<file path="config.mk">
export PLATFORM = sky130hd
export DESIGN_NAME = mem_arbiter
export DESIGN_NICKNAME = d
export VERILOG_FILES = /design/src/rtl/mem_arb_pkg.sv /design/src/rtl/arb_starve_ctr.sv /design/src/rtl/mem_arbiter.sv
export SDC_FILE = /design/constraint.sdc
export NUM_CORES = 1
export LEC_CHECK = 0
export ABC_CLOCK_PERIOD_IN_PS = 1800
export CAP_MARGIN = 15
export CORE_UTILIZATION = 20
export CTS_CLUSTER_DIAMETER = 60
export DETAILED_ROUTE_END_ITERATION = 10
export GPL_ROUTABILITY_DRIVEN = 0
export PLACE_DENSITY = 0.77
export SYNTH_ARGS = -nofsm -noshare
export SYNTH_HDL_FRONTEND = slang
export SYNTH_SLANG_ARGS = --single-unit
</file>
<file path="constraint.sdc">
create_clock -name clk -period 1.8 [get_ports clk]
set_input_delay 0.36 -clock clk [delete_from_list [all_inputs] [get_ports clk]]
set_output_delay 0.36 -clock clk [all_outputs]
set_load 0.01 [all_outputs]
</file>
<file path="src/rtl/mem_arb_pkg.sv">
// Shared types and default widths for the program/data memory arbiter.
package mem_arb_pkg;

    localparam int unsigned DEF_AW           = 8;
    localparam int unsigned DEF_DW           = 8;
    localparam int unsigned DEF_STARVE_LIMIT = 3;

    typedef enum logic [1:0] {
        RUN  = 2'd0,
        LOCK = 2'd1,
        HOST = 2'd2
    } arb_state_t;

    typedef enum logic [1:0] {
        REQ_NONE = 2'd0,
        REQ_F    = 2'd1,
        REQ_D    = 2'd2,
        REQ_H    = 2'd3
    } req_id_t;

endpackage

</file>
<file path="src/rtl/arb_starve_ctr.sv">
// Saturating count of consecutive cycles fetch has waited; flags when fetch must win.
module arb_starve_ctr #(
    parameter int unsigned LIMIT = 3,
    parameter int unsigned CW    = (LIMIT < 1) ? 1 : $clog2(LIMIT + 1)
) (
    input  logic          clk,
    input  logic          rst,
    input  logic          f_req,
    input  logic          f_gnt,
    output logic [CW-1:0] cnt,
    output logic          at_limit_c
);

    // Count lost fetch cycles, clear on grant or idle, hold at the limit.
    always_ff @(posedge clk) begin
        if (rst) begin
            cnt <= '0;
        end else if (!f_req || f_gnt) begin
            cnt <= '0;
        end else if (cnt != CW'(LIMIT)) begin
            cnt <= cnt + CW'(1);
        end
    end

    assign at_limit_c = (cnt == CW'(LIMIT));

endmodule

</file>
<file path="src/rtl/mem_arbiter.sv">
// Single-port memory arbiter for fetch, data and (optional) host requesters.
// Define MEM_ARB_HOST_EN to include the host port, h_lock and the LOCK/HOST states.
module mem_arbiter
    import mem_arb_pkg::*;
#(
    parameter int unsigned AW           = DEF_AW,
    parameter int unsigned DW           = DEF_DW,
    parameter int unsigned STARVE_LIMIT = DEF_STARVE_LIMIT
) (
    input  logic          clk,
    input  logic          rst,
    input  logic          f_req,
    input  logic [AW-1:0] f_addr,
    input  logic          d_req,
    input  logic          d_we,
    input  logic [AW-1:0] d_addr,
    input  logic [DW-1:0] d_wdata,
`ifdef MEM_ARB_HOST_EN
    input  logic          h_req,
    input  logic          h_we,
    input  logic [AW-1:0] h_addr,
    input  logic [DW-1:0] h_wdata,
    input  logic          h_lock,
    output logic          h_gnt,
    output logic          h_ack,
    output logic          host_mode,
`endif
    output logic          f_gnt,
    output logic          d_gnt,
    output logic          f_ack,
    output logic          d_ack,
    output logic [DW-1:0] rdata,
    output logic [AW-1:0] mem_addr,
    output logic [DW-1:0] mem_wdata,
    output logic          mem_we,
    input  logic [DW-1:0] mem_rdata,
    output logic          cpu_stall
);

    localparam int unsigned SCW = (STARVE_LIMIT < 1) ? 1 : $clog2(STARVE_LIMIT + 1);

    arb_state_t     state;
    arb_state_t     state_nxt;
    req_id_t        sel;
    logic [SCW-1:0] starve_cnt;
    logic           starved_c;

    logic           h_req_i;
    logic           h_we_i;
    logic [AW-1:0]  h_addr_i;
    logic [DW-1:0]  h_wdata_i;
    logic           h_lock_i;

`ifdef MEM_ARB_HOST_EN
    assign h_req_i   = h_req;
    assign h_we_i    = h_we;
    assign h_addr_i  = h_addr;
    assign h_wdata_i = h_wdata;
    assign h_lock_i  = h_lock;
`else
    assign h_req_i   = 1'b0;
    assign h_we_i    = 1'b0;
    assign h_addr_i  = '0;
    assign h_wdata_i = '0;
    assign h_lock_i  = 1'b0;
`endif

    arb_starve_ctr #(
        .LIMIT (STARVE_LIMIT),
        .CW    (SCW)
    ) u_starve (
        .clk        (clk),
        .rst        (rst),
        .f_req      (f_req),
        .f_gnt      (f_gnt),
        .cnt        (starve_cnt),
        .at_limit_c (starved_c)
    );

    // Ownership state register.
    always_ff @(posedge clk) begin
        if (rst) begin
            state <= RUN;
        end else begin
            state <= state_nxt;
        end
    end

    // Next ownership state and priority select of this cycle's single grant.
    always_comb begin
        state_nxt = state;
        sel       = REQ_NONE;
        case (state)
            RUN: begin
                if (h_req_i) begin
                    sel = REQ_H;
                end else if (f_req && starved_c) begin
                    sel = REQ_F;
                end else if (d_req) begin
                    sel = REQ_D;
                end else if (f_req) begin
                    sel = REQ_F;
                end
                if (h_lock_i) begin
                    state_nxt = LOCK;
                end
            end
            LOCK: begin
                if (h_req_i) begin
                    sel = REQ_H;
                end
                state_nxt = HOST;
            end
            HOST: begin
                if (h_req_i) begin
                    sel = REQ_H;
                end
                if (!h_lock_i) begin
                    state_nxt = RUN;
                end
            end
            default: begin
                state_nxt = RUN;
            end
        endcase
        if (rst) begin
            sel = REQ_NONE;
        end
    end

    assign f_gnt     = (sel == REQ_F);
    assign d_gnt     = (sel == REQ_D);
    assign cpu_stall = (f_req && !f_gnt) || (d_req && !d_gnt);
    assign rdata     = mem_rdata;

    // Drive the memory from the granted requester; idle cycles are fetch-address reads.
    always_comb begin
        mem_addr  = f_addr;
        mem_wdata = '0;
        mem_we    = 1'b0;
        case (sel)
            REQ_D: begin
                mem_addr  = d_addr;
                mem_wdata = d_wdata;
                mem_we    = d_we;
            end
            REQ_H: begin
                mem_addr  = h_addr_i;
                mem_wdata = h_wdata_i;
                mem_we    = h_we_i;
            end
            default: begin
            end
        endcase
    end

    // Acks trail their grant by exactly one cycle.
    always_ff @(posedge clk) begin
        if (rst) begin
            f_ack <= 1'b0;
            d_ack <= 1'b0;
        end else begin
            f_ack <= f_gnt;
            d_ack <= d_gnt;
        end
    end

`ifdef MEM_ARB_HOST_EN
    assign h_gnt     = (sel == REQ_H);
    assign host_mode = (state == HOST);

    // Host ack trails its grant by one cycle.
    always_ff @(posedge clk) begin
        if (rst) begin
            h_ack <= 1'b0;
        end else begin
            h_ack <= h_gnt;
        end
    end
`endif

endmodule

</file>
==> flow_metrics.py, run 1 <==
metrics = {
    "floorplanning": {
        "initial_utilization_pct": 21.8,
        "num_rows": 15,
        "dieHeight_um": 46.1,
        "core_area_um2": 1780,
        "die_area_um2": 2130,
        "ios": 67,
        "die_x_um": 46.1,
    },
    "pwr": {
        "power_density_nw_per_um2": 403,
        "pwr-share-clk_pct": 26.5,
        "power.switching_mw": 0.0993,
        "cellInternalPower_mw": 0.308,
        "swShare_pct": 24.4,
        "seqPwrFrac_pct": 23.1,
        "power.total_mw": 0.408,
        "ir_drop_mv": 0.185,
        "leakagePower_nw": 0.468,
        "p_comb_share_pct": 50.4,
    },
    "route": {
        "remaining_drc_errors": 0,
        "ant_nets": 0,
        "wl_per_cell_um": 12.7,
        "drt_iter0_drc": 4,
        "drt-total-wl_mm": 1.55,
        "vias": 508,
        "drt_first_pass_iters": 3,
        "viasPerCell": 4.16,
    },
    "yosys": {
        "yosysTopAreaCellShare_pct": 23.2,
        "async_flop_share_pct": 0,
        "synth_cell_types": 15,
        "ys_seq_area_share_pct": 20.6,
        "synth_top_cell_by_area": "mux2_2",
        "synthFlopType": "dfxtp_1",
        "ys_ff_latch": 4,
        "syn_nets": 80,
        "synth_edf_count": 0,
        "synth.avg_cell_area_um2": 9.26,
        "yosys_warnings": 0,
        "synth_area_leaders": "mux2_2 (23%), dfxtp_1 (21%), buf_4 (15%), and2_1 (14%), a211oi_4 (5.1%)",
        "syn_inst": 42,
        "syn_area_um2": 389,
    },
    "global_route": {
        "antenna_found_initial": 0,
        "grt_pass1_wl_mm": 2.20,
        "track_usage_pct": 15.7,
        "grt_pass1_vias": 503,
        "grt_start_max_net_pins": 10,
        "grt_overflow": 0,
    },
    "clocking": {
        "cts_num_sinks": 4,
        "clk_latency_ps": 230,
        "ctsRootBufferMaster": "clkbuf_4",
        "cts-buffers-inserted": 3,
        "cts_htree_levels": 1,
        "clk_pin_slew_ps": 40,
        "tritoncts": "done",
        "clock_path_buffers": 2,
    },
    "worst_setup_path": {
        "crit_required_ps": 1440,
        "worstSetupEndpointType": "output pin",
        "worstSetupPathType": "flip-flop to output pin",
        "reg2reg_slack_ps": 700,
        "cp_max_fo": 5,
        "startpoint_type": "flip-flop",
        "arrival_ps": 1650,
    },
    "sta": {
        "period_needed_ps": 2010,
        "setup_ws_ps": -213,
        "rsz0062_at_grt": "yes",
        "skew_ps": 0.775,
        "max_freq_mhz": 497,
        "maxSlewViolCount": 0,
        "slew_headroom_pct": 85.3,
        "fin_crit_sh_pct": 112,
        "worst_pin_slew_ps": 220,
        "hold_violations": 0,
        "setup_viol": 18,
    },
    "layout": {
        "syn_to_final_growth_pct": 160,
        "drive_above_1_share_pct": 46.4,
        "final_cell_mix": "clkdlybuf4s50_1 (27), buf_6 (9), mux2_4 (8), and2_1 (8), buf_4 (8)",
        "final_cells": 122,
        "final_common_cell": "clkdlybuf4s50_1",
        "nets": 137,
        "diodes": 0,
    },
    "status": {
        "violations": "negative setup slack",
        "status": "finished with violations",
    },
    "placement": {
        "place_hpwl_mm": 1.13,
        "io_buffers": 50,
        "placedCellCount": 117,
        "dp_slack_ps": -728,
    },
    "worst_hold_path": {
        "holdCritPathClass": "flip-flop to flip-flop",
    },
    "job": {
        "drv_cap": 0,
    },
}
metrics by stage:
step / util [%] / hold slack [ps] / TNS, ps / area, µm²
2_1_floorplan: - / 404 / 0 / 389
3_3_place_gp: 52.1 / 414 / -12730 / 930
3_5_place_dp: 52.1 / 428 / -13350 / 930
4_1_cts: 56.6 / 432 / -2490 / 1010
5_1_grt: 56.8 / 456 / -3530 / 1010
6_report: 56.8 / 445 / -2310 / 1010
power by group through the flow:
stage / Clock [mW] / Combinational (mW) / Sequential (mW)
2_1_floorplan: 0 / 0.0708 / 0.0958
3_3_place_gp: 0 / 0.187 / 0.0947
3_5_place_dp: 0 / 0.189 / 0.0949
4_1_cts: 0.115 / 0.204 / 0.0943
5_1_grt: 0.121 / 0.218 / 0.0946
6_report: 0.108 / 0.205 / 0.0944
synthesized netlist by cell type, types with 3 or more instances:
library cell and instances:
mux2_2 8, nor2b_1 3, and2_1 9, buf_4 8
dfxtp_1 4
cell families after synthesis:
family,Yosys count,synth area share [%]
buffers and inverters,10,19.3
flip-flops,4,20.6
AND/OR/NAND/NOR,16,24.1
AO/OA/AOI/OAI,2,7.07
adder cells (fa/ha/maj),2,5.79
multiplexers,8,23.2
worst paths after layout:
| kind | from | end | cells after the start |
|---|---|---|---|
| hold reg to reg | u_starve.cnt[0]$_SDFFE_PP0P_ | u_starve.cnt[0]$_SDFFE_PP0P_ | 1 |
| setup reg to reg | u_starve.cnt[0]$_SDFFE_PP0P_ | u_starve.cnt[1]$_SDFFE_PP0P_ | 5 |
| setup / recovery | u_starve.cnt[0]$_SDFFE_PP0P_ | mem_addr[1] | 6 |
| hold / removal | u_starve.cnt[0]$_SDFFE_PP0P_ | u_starve.cnt[0]$_SDFFE_PP0P_ | 1 |
flip-flops by register name, indices dropped and copies added (netlist names):
name and count:
u_starve.cnt 2, d_ack 1, f_ack 1
layer usage:
metal / wire length [µm] / vias up / GRT usage (%) / part of all wire (%)
met1: 577 / 225 / 15.0 / 37
met4: 24 / 0 / 9.41 / 1.5
li1: - / 244 / - / -
met2: 797 / 35 / 29.6 / 51
met3: 154 / 4 / 3.92 / 9.9
met5: 0 / - / 0 / 0
final cells by class:
class                           count  area (µm²)
Fill cell                         164         771
Inverter                            1        3.75
Multi-Input combinational cell     28         279
Timing Repair Buffer               61         593
Tap cell                           25        31.3
Sequential cell                     4        82.6
Clock buffer                        3        22.5
worst max-delay path, stage by stage, from the launching register on:
cell and delay (ps):
dfxtp_2 330, ha_4 170, a211oi_4 240, buf_12 140
buf_8 110, mux2_4 310, buf_6 120
repair_timing:
| action | 4_1_cts | 5_1_grt |
|---|---|---|
| gates resized for setup | 95 | 3 |
| buffers inserted | 2 | 0 |
| hold buffers | 0 | 0 |
| setup endpoints to repair | 20 | 18 |
| pin swaps | 2 | 0 |
Note: power is estimated with default switching activity, not from simulation.
==> inputs of run 2 (changes only) <==
--- a/config.mk
+++ b/config.mk
@@ -15,3 +15,4 @@
 export SYNTH_ARGS = -nofsm -noshare
 export SYNTH_HDL_FRONTEND = slang
 export SYNTH_SLANG_ARGS = --single-unit
+export TNS_END_PERCENT = 5
==> flow_metrics.py, run 2 (same netlist as run 1, synthesis figures left out) <==
metrics = {
    "worst_setup_path": {
        "slowest_delay_ps": 330,
        "crit_path_cell_trace": "ha_4 -> a211oi_4 -> buf_12 -> buf_8 -> mux2_4 -> buf_6",
        "reg2reg_slack_ps": 700,
        "worst-path-buf-inv": 3,
        "worstSetupEndpointType": "output pin",
        "path_delay_family": "buffers and inverters",
        "arrival_ps": 1650,
        "r2r_cells": 5,
        "rr_startpoint": "u_starve.cnt[0]$_SDFFE_PP0P_",
        "crit_required_ps": 1440,
        "crit_slowest_cell": "dfxtp_2",
        "worstSetupPathType": "flip-flop to output pin",
        "cp_max_fo": 5,
        "startpoint_type": "flip-flop",
        "r2r_end": "u_starve.cnt[1]$_SDFFE_PP0P_",
    },
    "placement": {
        "place_hpwl_mm": 1.13,
        "io_buffers": 50,
    },
    "floorplanning": {
        "num_rows": 15,
        "initial_utilization_pct": 21.8,
        "core_area_um2": 1780,
        "die_x_um": 46.1,
        "die_area_um2": 2130,
        "dieHeight_um": 46.1,
        "ios": 67,
    },
    "layout": {
        "top_regs": "u_starve.cnt (2), d_ack (1), f_ack (1)",
        "diodes": 0,
        "nFillCells": 165,
        "nets": 137,
        "final_common_cell": "clkdlybuf4s50_1",
        "syn_to_final_growth_pct": 159,
        "largest-register": "u_starve.cnt",
        "final_cell_mix": "clkdlybuf4s50_1 (27), and2_1 (9), buf_6 (9)",
        "largest_reg_flops": 2,
        "drive_above_1_share_pct": 45.4,
    },
    "sta": {
        "setup_ws_ps": -213,
        "setup_viol": 18,
        "worst_pin_slew_ps": 220,
        "fin_crit_sh_pct": 112,
        "setup-tns-final_ps": -2310,
        "hold_violations": 0,
        "skew_ps": 0.775,
        "maxSlewViolCount": 0,
        "period_needed_ps": 2010,
        "max_freq_mhz": 497,
        "slew_headroom_pct": 85.3,
        "rsz0062_at_grt": "yes",
    },
    "pwr": {
        "seqPwrFrac_pct": 23.2,
        "leakagePower_nw": 0.466,
        "pwr-share-clk_pct": 26.5,
        "power.switching_mw": 0.0992,
        "power.total_mw": 0.407,
        "swShare_pct": 24.4,
        "cellInternalPower_mw": 0.308,
        "p_comb_share_pct": 50.3,
        "power_density_nw_per_um2": 403,
        "ir_drop_mv": 0.184,
    },
    "clocking": {
        "clock_path_buffers": 2,
        "cts_htree_levels": 1,
        "cts-buffers-inserted": 3,
        "tritoncts": "done",
        "clk_pin_slew_ps": 40,
        "clk_latency_ps": 230,
        "ctsRootBufferMaster": "clkbuf_4",
        "cts_num_sinks": 4,
    },
    "route": {
        "remaining_drc_errors": 0,
        "drt_iter0_drc": 4,
        "wl_per_cell_um": 12.7,
        "drt-total-wl_mm": 1.55,
        "viasPerCell": 4.17,
        "ant_nets": 0,
        "vias": 509,
        "drt_first_pass_iters": 3,
    },
    "worst_hold_path": {
        "hold_depth": 1,
        "holdCritPathClass": "flip-flop to flip-flop",
        "hold_end": "u_starve.cnt[0]$_SDFFE_PP0P_",
        "min_from": "u_starve.cnt[0]$_SDFFE_PP0P_",
    },
    "global_route": {
        "grt_pass1_vias": 505,
        "track_usage_pct": 15.7,
        "antenna_found_initial": 0,
        "grt_pass1_wl_mm": 2.20,
        "grt_start_max_net_pins": 10,
        "grt_overflow": 0,
    },
    "job": {
        "drv_cap": 0,
    },
    "status": {
        "status": "finished with violations",
        "violations": "negative setup slack",
    },
}
[run 2: cell counts in the layout (fill, tap and decap cells not counted)]
No cell type changed its count.
[run 2: per-layer routing]
layer	vias to the layer above	wire length, µm	track usage (%)
li1	244	-	-
met3	4	151	3.92
met4	0	23	9.41
met2	35	799	29.6
met1	226	577	15.0
met5	-	0	0
[run 2: timing repair]
action / 4_1_cts / 5_1_grt
gates resized for setup: 95 / 2
buffers inserted: 2 / 0
pin swaps: 2 / 0
hold buffers: 0 / 0
endpoints found under the setup margin: 20 / 18
[run 2: final cells by class]
class	instances	area (µm²)	area share (%)
Timing Repair Buffer	61	593	58.7
Sequential cell	4	82.6	8.18
Tap cell	25	31.3	3.10
Clock buffer	3	22.5	2.23
Inverter	1	3.75	0.372
Multi-Input combinational cell	28	277	27.4
[run 2: how the worst max path moves through the flow]
| stage | startpoint | endpoint | slack, ps | cells past startpoint |
|---|---|---|---|---|
| after floorplan | u_starve.cnt[0]$_SDFFE_PP0P_ | mem_addr[0] | 80 | 3 |
| after global placement | d_req | mem_addr[5] | -700 | 6 |
| after detailed placement | d_req | mem_addr[5] | -730 | 6 |
| after CTS | u_starve.cnt[0]$_SDFFE_PP0P_ | mem_addr[5] | -210 | 6 |
| after global routing | u_starve.cnt[0]$_SDFFE_PP0P_ | mem_addr[1] | -270 | 6 |
| final | u_starve.cnt[0]$_SDFFE_PP0P_ | mem_addr[1] | -210 | 6 |
[run 2: through the flow]
stage | setup slack [ps] | hold WS (ps) | area (µm²) | utilization (%) | cells
2_1_floorplan | 81.1 | 404 | 389 | - | 42
3_3_place_gp | -698 | 414 | 930 | 52.1 | 117
3_5_place_dp | -728 | 428 | 930 | 52.1 | 117
4_1_cts | -210 | 432 | 1010 | 56.6 | 122
5_1_grt | -268 | 456 | 1010 | 56.6 | 122
6_report | -213 | 445 | 1010 | 56.6 | 122
[run 2: power groups by stage]
stage | Sequential [mW] | Combinational, mW | Clock, mW
after floorplan | 0.0958 | 0.0708 | 0
after global placement | 0.0947 | 0.187 | 0
after detailed placement | 0.0949 | 0.189 | 0
after CTS | 0.0943 | 0.204 | 0.115
after global routing | 0.0946 | 0.217 | 0.121
final | 0.0944 | 0.204 | 0.108
==> inputs of run 3 (changes only) <==
--- a/config.mk
+++ b/config.mk
@@ -5,7 +5,7 @@
 export SDC_FILE = /design/constraint.sdc
 export NUM_CORES = 1
 export LEC_CHECK = 0
-export ABC_CLOCK_PERIOD_IN_PS = 1800
+export ABC_CLOCK_PERIOD_IN_PS = 2100
 export CAP_MARGIN = 15
 export CORE_UTILIZATION = 20
 export CTS_CLUSTER_DIAMETER = 60
==> constraint.sdc (replaced) <==
create_clock -name clk -period 2.1 [get_ports clk]
set_input_delay 0.42 -clock clk [delete_from_list [all_inputs] [get_ports clk]]
set_output_delay 0.42 -clock clk [all_outputs]
set_load 0.01 [all_outputs]
==> flow_metrics.py, run 3 (same netlist as run 1, synthesis figures left out) <==
metrics = {
    "status": {
        "status": "finished with violations",
        "violations": "negative setup slack",
    },
    "sta": {
        "worst_pin_slew_ps": 218,
        "max_freq_mhz": 469,
        "slew_headroom_pct": 85.4,
        "period_needed_ps": 2130,
        "hold_violations": 0,
        "skew_ps": 4.11,
        "setup_viol": 4,
        "fin_crit_sh_pct": 101,
        "rsz0062_at_grt": "yes",
        "maxSlewViolCount": 0,
        "setup_ws_ps": -30.4,
    },
    "layout": {
        "syn_to_final_growth_pct": 151,
        "final_common_cell": "clkdlybuf4s50_1",
        "largest_reg_flops": 2,
        "drive_above_1_share_pct": 44.3,
        "diodes": 0,
        "final_cell_mix": "clkdlybuf4s50_1 (27), and2_1 (9), buf_6 (9), buf_2 (9), buf_4 (8)",
        "nFillCells": 161,
        "largest-register": "u_starve.cnt",
        "nets": 137,
        "final_cells": 122,
        "top_regs": "u_starve.cnt (2), d_ack (1), f_ack (1)",
    },
    "worst_setup_path": {
        "startpoint_type": "flip-flop",
        "path_common_cell": "buf_12",
        "cp_max_fo": 9,
        "crit_required_ps": 1680,
        "path_delay_family": "buffers and inverters",
        "worst-path-buf-inv": 3,
        "worstSetupPathType": "flip-flop to output pin",
        "slowest_delay_ps": 340,
        "worstSetupEndpointType": "output pin",
        "crit_slowest_cell": "mux2_2",
        "arrival_ps": 1710,
        "crit_path_cell_trace": "ha_4 -> a211oi_4 -> buf_12 -> buf_12 -> mux2_2 -> buf_6",
    },
    "global_route": {
        "track_usage_pct": 13.1,
        "antenna_found_initial": 0,
        "grt_start_max_net_pins": 10,
        "grt_pass1_vias": 463,
        "grt_overflow": 0,
        "grt_pass1_wl_mm": 1.90,
    },
    "clocking": {
        "cts-buffers-inserted": 3,
        "clock_path_buffers": 2,
        "cts_htree_levels": 1,
        "cts_num_sinks": 4,
        "tritoncts": "done",
        "clk_pin_slew_ps": 40,
        "clk_latency_ps": 230,
        "ctsRootBufferMaster": "clkbuf_4",
    },
    "placement": {
        "place_hpwl_mm": 1.12,
        "io_buffers": 50,
        "placedCellCount": 117,
    },
    "route": {
        "ant_nets": 0,
        "vias": 496,
        "drt_iter0_drc": 3,
        "remaining_drc_errors": 0,
        "drt_first_pass_iters": 2,
        "wl_per_cell_um": 11.4,
        "drt-total-wl_mm": 1.39,
        "viasPerCell": 4.07,
    },
    "floorplanning": {
        "die_area_um2": 2130,
        "num_rows": 15,
        "dieHeight_um": 46.1,
        "initial_utilization_pct": 21.8,
        "core_area_um2": 1780,
        "die_x_um": 46.1,
        "ios": 67,
    },
    "pwr": {
        "power.total_mw": 0.342,
        "ir_drop_mv": 0.157,
        "leakagePower_nw": 0.470,
        "power_density_nw_per_um2": 350,
    },
    "job": {
        "drv_cap": 0,
    },
    "worst_hold_path": {
        "holdCritPathClass": "flip-flop to flip-flop",
    },
}
==> run 3: changes by cell type in the layout (fill, tap and decap cells not counted) <==
| cell | before | now |
|---|---|---|
| buf_12 | 1 | 2 |
| buf_2 | 5 | 9 |
| buf_8 | 2 | 0 |
| clkdlybuf4s15_2 | 3 | 0 |
| dfxtp_1 | 2 | 3 |
| dfxtp_2 | 2 | 1 |
| dlygate4sd2_1 | 6 | 5 |
| dlymetal6s2s_1 | 0 | 1 |
| mux2_2 | 0 | 3 |
| mux2_4 | 8 | 5 |
==> run 3: what timing repair did <==
action / 4_1_cts / 5_1_grt
pin swaps: 2 / 1
endpoints found under the setup margin: 20 / 12
buffers inserted: 2 / 0
resized for setup: 83 / 9
hold buffers: 0 / 0
==> run 3: path summary, 6_finish.rpt <==
check | from | slack [ps] | end | cells after the start
hold / removal | u_starve.cnt[0]$_SDFFE_PP0P_ | 440 | u_starve.cnt[0]$_SDFFE_PP0P_ | 1
setup / recovery | u_starve.cnt[0]$_SDFFE_PP0P_ | -30 | mem_addr[0] | 6
hold reg to reg | u_starve.cnt[0]$_SDFFE_PP0P_ | 440 | u_starve.cnt[0]$_SDFFE_PP0P_ | 1
setup reg to reg | u_starve.cnt[0]$_SDFFE_PP0P_ | 1020 | u_starve.cnt[1]$_SDFFE_PP0P_ | 5
==> run 3: stage by stage <==
step                cell area (µm²)  utilization, %  setup TNS (ps)  hold WS, ps  setup slack (ps)
floorplan                       389               -               0          404               321
global placement                930            52.1           -9130          414              -518
detailed placement              930            52.1           -9830          421              -551
CTS                             971            54.5            -139          434             -28.6
global route                    977            54.8            -541          451             -88.3
finish                          977            54.8           -90.7          436             -30.4
==> run 3: where the power goes <==
| group | total [mW] | switching, mW | internal [mW] |
|---|---|---|---|
| Sequential | 0.0808 | 0.00139 | 0.0794 |
| Clock | 0.0928 | 0.0291 | 0.0638 |
| Combinational | 0.168 | 0.0521 | 0.116 |
==> run 3: per-layer routing <==
metal | track usage, % | vias up | routed length, µm | part of all wire [%]
met2 | 25.6 | 33 | 716 | 52
met3 | 3.14 | 2 | 160 | 12
met1 | 11.8 | 217 | 504 | 36
met5 | 0 | - | 0 | 0
li1 | - | 244 | - | -
met4 | 7.65 | 0 | 5 | 0.36
==> run 3: worst reg2reg max path, stage by stage, from the launching register on <==
cell and delay (ps):
dfxtp_2 330, ha_4 170, buf_4 130, nor2_1 120, buf_4 130, and3_1 140
==> run 3: area by class of cell <==
cell class	instances	area [µm²]	area share, %
Tap cell	25	31.3	3.20
Timing Repair Buffer	61	573	58.6
Clock buffer	3	22.5	2.30
Sequential cell	4	81.3	8.32
Multi-Input combinational cell	28	265	27.1
Inverter	1	3.75	0.384
